==> src/rtl/sprite_motion_scheduler.sv <==
// Per-frame sprite motion / collision / background sequencer.
// Ports: Clk_50MHz, Rst_n, frame_tick, run -> x0..x2, bg_state, busy, commit, hit_count, overrun.
module sprite_motion_scheduler #(
  parameter int SCR_W     = 640,
  parameter int W0        = 60,
  parameter int W1        = 65,
  parameter int W2        = 80,
  parameter int X0_INIT   = 11,
  parameter int X1_INIT   = 101,
  parameter int X2_INIT   = 201,
  parameter int SPD0      = 2,
  parameter int SPD1      = 1,
  parameter int SPD2      = 3,
  parameter int BG_FRAMES = 60
) (
  input  logic       Clk_50MHz,
  input  logic       Rst_n,
  input  logic       frame_tick,
  input  logic       run,
  output logic [9:0] x0,
  output logic [9:0] x1,
  output logic [9:0] x2,
  output logic [1:0] bg_state,
  output logic       busy,
  output logic       commit,
  output logic [7:0] hit_count,
  output logic       overrun
);

  localparam int FW = $clog2(BG_FRAMES + 1);

  localparam logic [10:0] L_SCR = 11'(SCR_W);
  localparam logic [10:0] L_W0  = 11'(W0);
  localparam logic [10:0] L_W1  = 11'(W1);
  localparam logic [10:0] L_W2  = 11'(W2);
  localparam logic [10:0] L_S0  = 11'(SPD0);
  localparam logic [10:0] L_S1  = 11'(SPD1);
  localparam logic [10:0] L_S2  = 11'(SPD2);
  localparam logic [FW-1:0] L_FLAST = FW'(BG_FRAMES - 1);

  typedef enum logic [2:0] {
    S_IDLE,
    S_UPD0,
    S_UPD1,
    S_UPD2,
    S_COLL,
    S_COMMIT
  } state_t;

  state_t        r_state;
  logic [10:0]   r_s0;
  logic [10:0]   r_s1;
  logic [10:0]   r_s2;
  logic [2:0]    r_dir;
  logic          r_ovl;
  logic [FW-1:0] r_fcnt;
  logic [9:0]    r_x0;
  logic [9:0]    r_x1;
  logic [9:0]    r_x2;
  logic [1:0]    r_bg;
  logic          r_busy;
  logic          r_commit;
  logic [7:0]    r_hit;
  logic          r_ovr;

  logic          w_ovl;

  // Returns {new_dir, new_pos}; landing exactly on an edge keeps direction.
  function automatic logic [11:0] f_step(
    input logic [10:0] s,
    input logic        d,
    input logic [10:0] spd,
    input logic [10:0] w
  );
    logic [10:0] ns;
    logic        nd;
    ns = s;
    nd = d;
    if (d) begin
      if (s + spd + w > L_SCR) begin
        ns = L_SCR - w;
        nd = 1'b0;
      end else begin
        ns = s + spd;
      end
    end else begin
      if (s < spd) begin
        ns = '0;
        nd = 1'b1;
      end else begin
        ns = s - spd;
      end
    end
    return {nd, ns};
  endfunction

  assign w_ovl = (r_s0 < r_s1 + L_W1) && (r_s1 < r_s0 + L_W0);

  always_ff @(posedge Clk_50MHz) begin
    if (!Rst_n) begin
      r_state  <= S_IDLE;
      r_s0     <= 11'(X0_INIT);
      r_s1     <= 11'(X1_INIT);
      r_s2     <= 11'(X2_INIT);
      r_dir    <= 3'b111;
      r_ovl    <= 1'b0;
      r_fcnt   <= '0;
      r_x0     <= 10'(X0_INIT);
      r_x1     <= 10'(X1_INIT);
      r_x2     <= 10'(X2_INIT);
      r_bg     <= 2'd0;
      r_busy   <= 1'b0;
      r_commit <= 1'b0;
      r_hit    <= 8'd0;
      r_ovr    <= 1'b0;
    end else begin
      r_commit <= 1'b0;
      // A tick seen in any non-idle state, including COMMIT, is dropped.
      if (frame_tick && run && r_state != S_IDLE)
        r_ovr <= 1'b1;
      unique case (r_state)
        S_IDLE: begin
          if (frame_tick && run) begin
            r_s0    <= {1'b0, r_x0};
            r_s1    <= {1'b0, r_x1};
            r_s2    <= {1'b0, r_x2};
            r_busy  <= 1'b1;
            r_state <= S_UPD0;
          end
        end
        S_UPD0: begin
          {r_dir[0], r_s0} <= f_step(r_s0, r_dir[0], L_S0, L_W0);
          r_state <= S_UPD1;
        end
        S_UPD1: begin
          {r_dir[1], r_s1} <= f_step(r_s1, r_dir[1], L_S1, L_W1);
          r_state <= S_UPD2;
        end
        S_UPD2: begin
          {r_dir[2], r_s2} <= f_step(r_s2, r_dir[2], L_S2, L_W2);
          r_state <= S_COLL;
        end
        S_COLL: begin
          // Only a new contact counts; bounce applies from next frame.
          if (w_ovl && !r_ovl) begin
            if (r_hit != 8'hFF)
              r_hit <= r_hit + 8'd1;
            r_dir[0] <= ~r_dir[0];
            r_dir[1] <= ~r_dir[1];
          end
          r_ovl   <= w_ovl;
          r_state <= S_COMMIT;
        end
        S_COMMIT: begin
          r_x0     <= r_s0[9:0];
          r_x1     <= r_s1[9:0];
          r_x2     <= r_s2[9:0];
          r_commit <= 1'b1;
          r_busy   <= 1'b0;
          if (r_fcnt == L_FLAST) begin
            r_fcnt <= '0;
            r_bg   <= (r_bg == 2'd2) ? 2'd0 : r_bg + 2'd1;
          end else begin
            r_fcnt <= r_fcnt + 1'b1;
          end
          r_state <= S_IDLE;
        end
        default: begin
          r_busy  <= 1'b0;
          r_state <= S_IDLE;
        end
      endcase
    end
  end

  assign x0        = r_x0;
  assign x1        = r_x1;
  assign x2        = r_x2;
  assign bg_state  = r_bg;
  assign busy      = r_busy;
  assign commit    = r_commit;
  assign hit_count = r_hit;
  assign overrun   = r_ovr;

endmodule

==> config.mk <==
export PLATFORM = sky130hd
export DESIGN_NAME = sprite_motion_scheduler
export DESIGN_NICKNAME = d
export VERILOG_FILES = /design/src/rtl/sprite_motion_scheduler.sv
export SDC_FILE = /design/constraint.sdc
export NUM_CORES = 1
export LEC_CHECK = 0
export CAP_MARGIN = 20
export CELL_PAD_IN_SITES_DETAIL_PLACEMENT = 1
export CELL_PAD_IN_SITES_GLOBAL_PLACEMENT = 2
export CORE_MARGIN = 2
export CORE_UTILIZATION = 38
export CTS_CLUSTER_SIZE = 20
export DETAILED_ROUTE_END_ITERATION = 12
export GPL_TIMING_DRIVEN = 0
export PLACE_DENSITY = 0.92
export SLEW_MARGIN = 25
export SYNTH_ARGS = -nofsm -noshare
export SYNTH_HDL_FRONTEND = slang
export SYNTH_SLANG_ARGS = --single-unit
==> constraint.sdc <==
create_clock -name Clk_50MHz -period 7.45 [get_ports Clk_50MHz]
set_input_delay 1.1175 -clock Clk_50MHz [delete_from_list [all_inputs] [get_ports Clk_50MHz]]
set_output_delay 1.1175 -clock Clk_50MHz [all_outputs]
set_load 0.02 [all_outputs]
==> flow_metrics.py <==
metrics = {
    "global_route": {
        "grt_pass1_wl_um": 37200,
        "grt_pass1_vias": 6659,
        "overflow": 0,
        "antenna_found_initial": 0,
        "grtUsageTotal_pct": 26.1,
        "grt_max_degree": 17,
    },
    "synth": {
        "synth_top_family_by_area": "simple AND/OR/NAND/NOR gates",
        "synth_nets": 910,
        "async_flop_share_pct": 0,
        "synth_cells": 869,
        "yosys.area_share.simple_pct": 26.4,
        "synth_cell_type_count": 88,
        "synth_compound_area_share_pct": 24.3,
        "synthFlopType": "dfxtp_1",
        "synth_mux_area_share_pct": 1.23,
        "synth-edff-count": 0,
        "ys_ff_latch": 89,
        "netlist_area_um2": 6600,
        "syn_avg_cell_area_um2": 7.59,
        "synth-adder-area-share_pct": 7.02,
        "synth_xor_area_share_pct": 7.15,
        "ys_warn_count": 0,
        "yosysSeqAreaShare_pct": 27.0,
    },
    "route": {
        "routed.top_layer": "met4",
        "drtAntennaViolNets": 0,
        "num_vias": 6791,
        "drc": 0,
        "via_per_inst": 5.87,
        "drt_iter0_markers": 366,
        "wl_met2_um": 11400,
        "wl_met3_um": 941,
        "dr.pass1.iters": 4,
        "wirelength_um": 23500,
        "wl_per_cell_um": 20.4,
        "wl_met1_um": 10700,
    },
    "setup_path": {
        "path_max_fanout": 8,
        "crit_required_ps": 7670,
        "r2r_start": "r_s1[1]",
        "worstPathArrival_ps": 4240,
        "worstSetupEndpointType": "register",
        "worstSetupPathType": "register to register",
        "rrSetupSlack_ps": 3430,
        "rr_worst_depth": 16,
        "critPathLaunchType": "register",
        "r2r-end": "hit_count[6]",
    },
    "timing": {
        "fin_worst_skew_ps": 9.74,
        "hold_viol": 0,
        "relSlewSlack_pct": 43.7,
        "fmax_mhz": 249,
        "period_minus_slack_ps": 4020,
        "period_share_pct": 54.0,
        "drv_slew": 0,
        "finalSetupViolCount": 0,
        "tns_ps": 0,
        "rsz0062_at_grt": "false",
        "tightest_slew_ps": 845,
    },
    "floorplanning": {
        "core_area_um2": 17100,
        "start_util_pct": 38.6,
        "rows": 48,
        "ioPinCount": 47,
        "fp.dieH_um": 136,
        "dieArea_um2": 18400,
        "die_w_um": 136,
    },
    "worst_hold_path": {
        "hold_path_depth": 2,
        "holdPathEnd": "x2[5]",
        "hp-class": "register to register",
        "hp-start": "x2[5]",
    },
    "clock_tree": {
        "post_cts_buffers": 0,
        "cts_sinks": 89,
        "cts_resized": 0,
        "cts_max_path_buffers": 2,
        "htreeDepth": 3,
        "cts_tree": "yes",
        "clk_pin_slew_ps": 70,
        "worstSkewPairLatency_ps": 360,
        "cts_made_buffers": 9,
        "cts_root_buf": "clkbuf_16",
        "postCtsHoldBufs": 0,
    },
    "outcome": {
        "status": "finished, final reports clean",
    },
    "power": {
        "pwr_density_cell_nw_per_um2": 178,
        "p_leak_nw": 2.80,
        "vdd_ir_drop_max_v": 0.000113,
    },
    "placement": {
        "portBuffers": 46,
        "gp_congestion": 0.888,
        "hpwl_um": 17600,
    },
    "layout": {
        "fill_cells": 2155,
        "synthToLayoutAreaGrowth_pct": 15.9,
        "diodes": 0,
        "nets": 967,
        "layout-drive-gt1-share_pct": 7.63,
        "final_cell_mix": "nand2_1, dfxtp_1, a21oi_1",
        "final_util_pct": 44.7,
        "layout_commonest_cell": "nand2_1",
    },
    "job": {
        "cap_violations": 0,
    },
}
-- worst max-delay path by stage --
stage	startpoint	end	slack, ps	cells after the start
2_1_floorplan	r_s0[3]	hit_count[3]	4190	16
3_3_place_gp	frame_tick	r_s2[8]	3490	7
3_5_place_dp	r_s1[1]	hit_count[6]	3440	16
4_1_cts	r_s1[1]	hit_count[6]	3430	16
5_1_grt	r_s1[1]	hit_count[6]	3120	16
6_report	r_s1[1]	hit_count[6]	3430	16
-- logic make-up after synthesis --
group | Yosys count
buffers and inverters | 100
flip-flops | 89
AND/OR/NAND/NOR | 357
multiplexers | 8
adder cells (fa/ha/maj) | 37
AO/OA/AOI/OAI | 225
XOR/XNOR | 53
-- Yosys cell counts (20+ instances only) --
master | n | area [um2]
clkbuf_1 | 40 | 150
nand2_1 | 140 | 526
nand4_1 | 20 | 125
dfxtp_1 | 89 | 1780
xor2_1 | 25 | 219
nor3_1 | 25 | 125
xnor2_1 | 27 | 236
o21ai_0 | 27 | 135
a21oi_1 | 63 | 315
inv_1 | 27 | 101
nor2_1 | 61 | 229
ha_1 | 37 | 463
nand3_1 | 37 | 185
-- layer usage --
layer / up-vias / track usage [%]
met5: - / 0
met4: 0 / 7.64
met3: 26 / 3.37
met2: 150 / 44.4
met1: 3358 / 34.4
li1: 3257 / -
-- per-stage QoR --
step / hold slack, ps / power, mW / instances / setup slack [ps] / area, um2
final: 478 / 1.36 / 1156 / 3430 / 7650
after CTS: 481 / 1.36 / 1156 / 3430 / 7650
after detailed placement: 469 / 0.885 / 1140 / 3440 / 7350
after global placement: 452 / 0.878 / 1140 / 3490 / 7340
after global routing: 509 / 1.43 / 1156 / 3120 / 7650
after floorplan: 454 / 0.778 / 869 / 4190 / 6600
-- flip-flops by register name, indices dropped and copies added (netlist names) --
register,flops
bg_state,2
busy,1
commit,1
hit_count,8
overrun,1
r_dir,3
r_fcnt,6
r_ovl,1
r_s0,11
r_s1,11
r_s2,11
r_state,3
x0,10
x1,10
x2,10
-- critical path: stages, from the launching register on --
cell	delay (ps)
dfxtp_1	540
ha_1	310
nand2_1	180
nor2_1	250
o21ai_0	130
xor2_1	200
ha_1	300
a211oi_1	330
nand2b_1	90
a21oi_1	120
a21oi_1	160
a2111oi_4	530
and2_1	200
buf_2	200
nand4_1	140
xor2_1	160
nor2_1	60
-- power by group --
group          switching, mW  internal, mW  leakage, nW
registers             0.0299         0.494        0.722
clock network          0.218         0.265        0.148
logic                  0.228         0.128         1.93
-- final cells by class --
cell class / count / area (um2) / area share, %
multi-input combinational: 680 / 4360 / 57.0
sequential: 89 / 1780 / 23.3
inverter: 28 / 105 / 1.37
tap: 225 / 282 / 3.68
timing repair buffer: 46 / 460 / 6.02
clock buffer: 10 / 229 / 2.99
clock inverter: 6 / 73.8 / 0.965
buffer: 72 / 354 / 4.63
No activity file was read; power rests on OpenSTA's default activity.
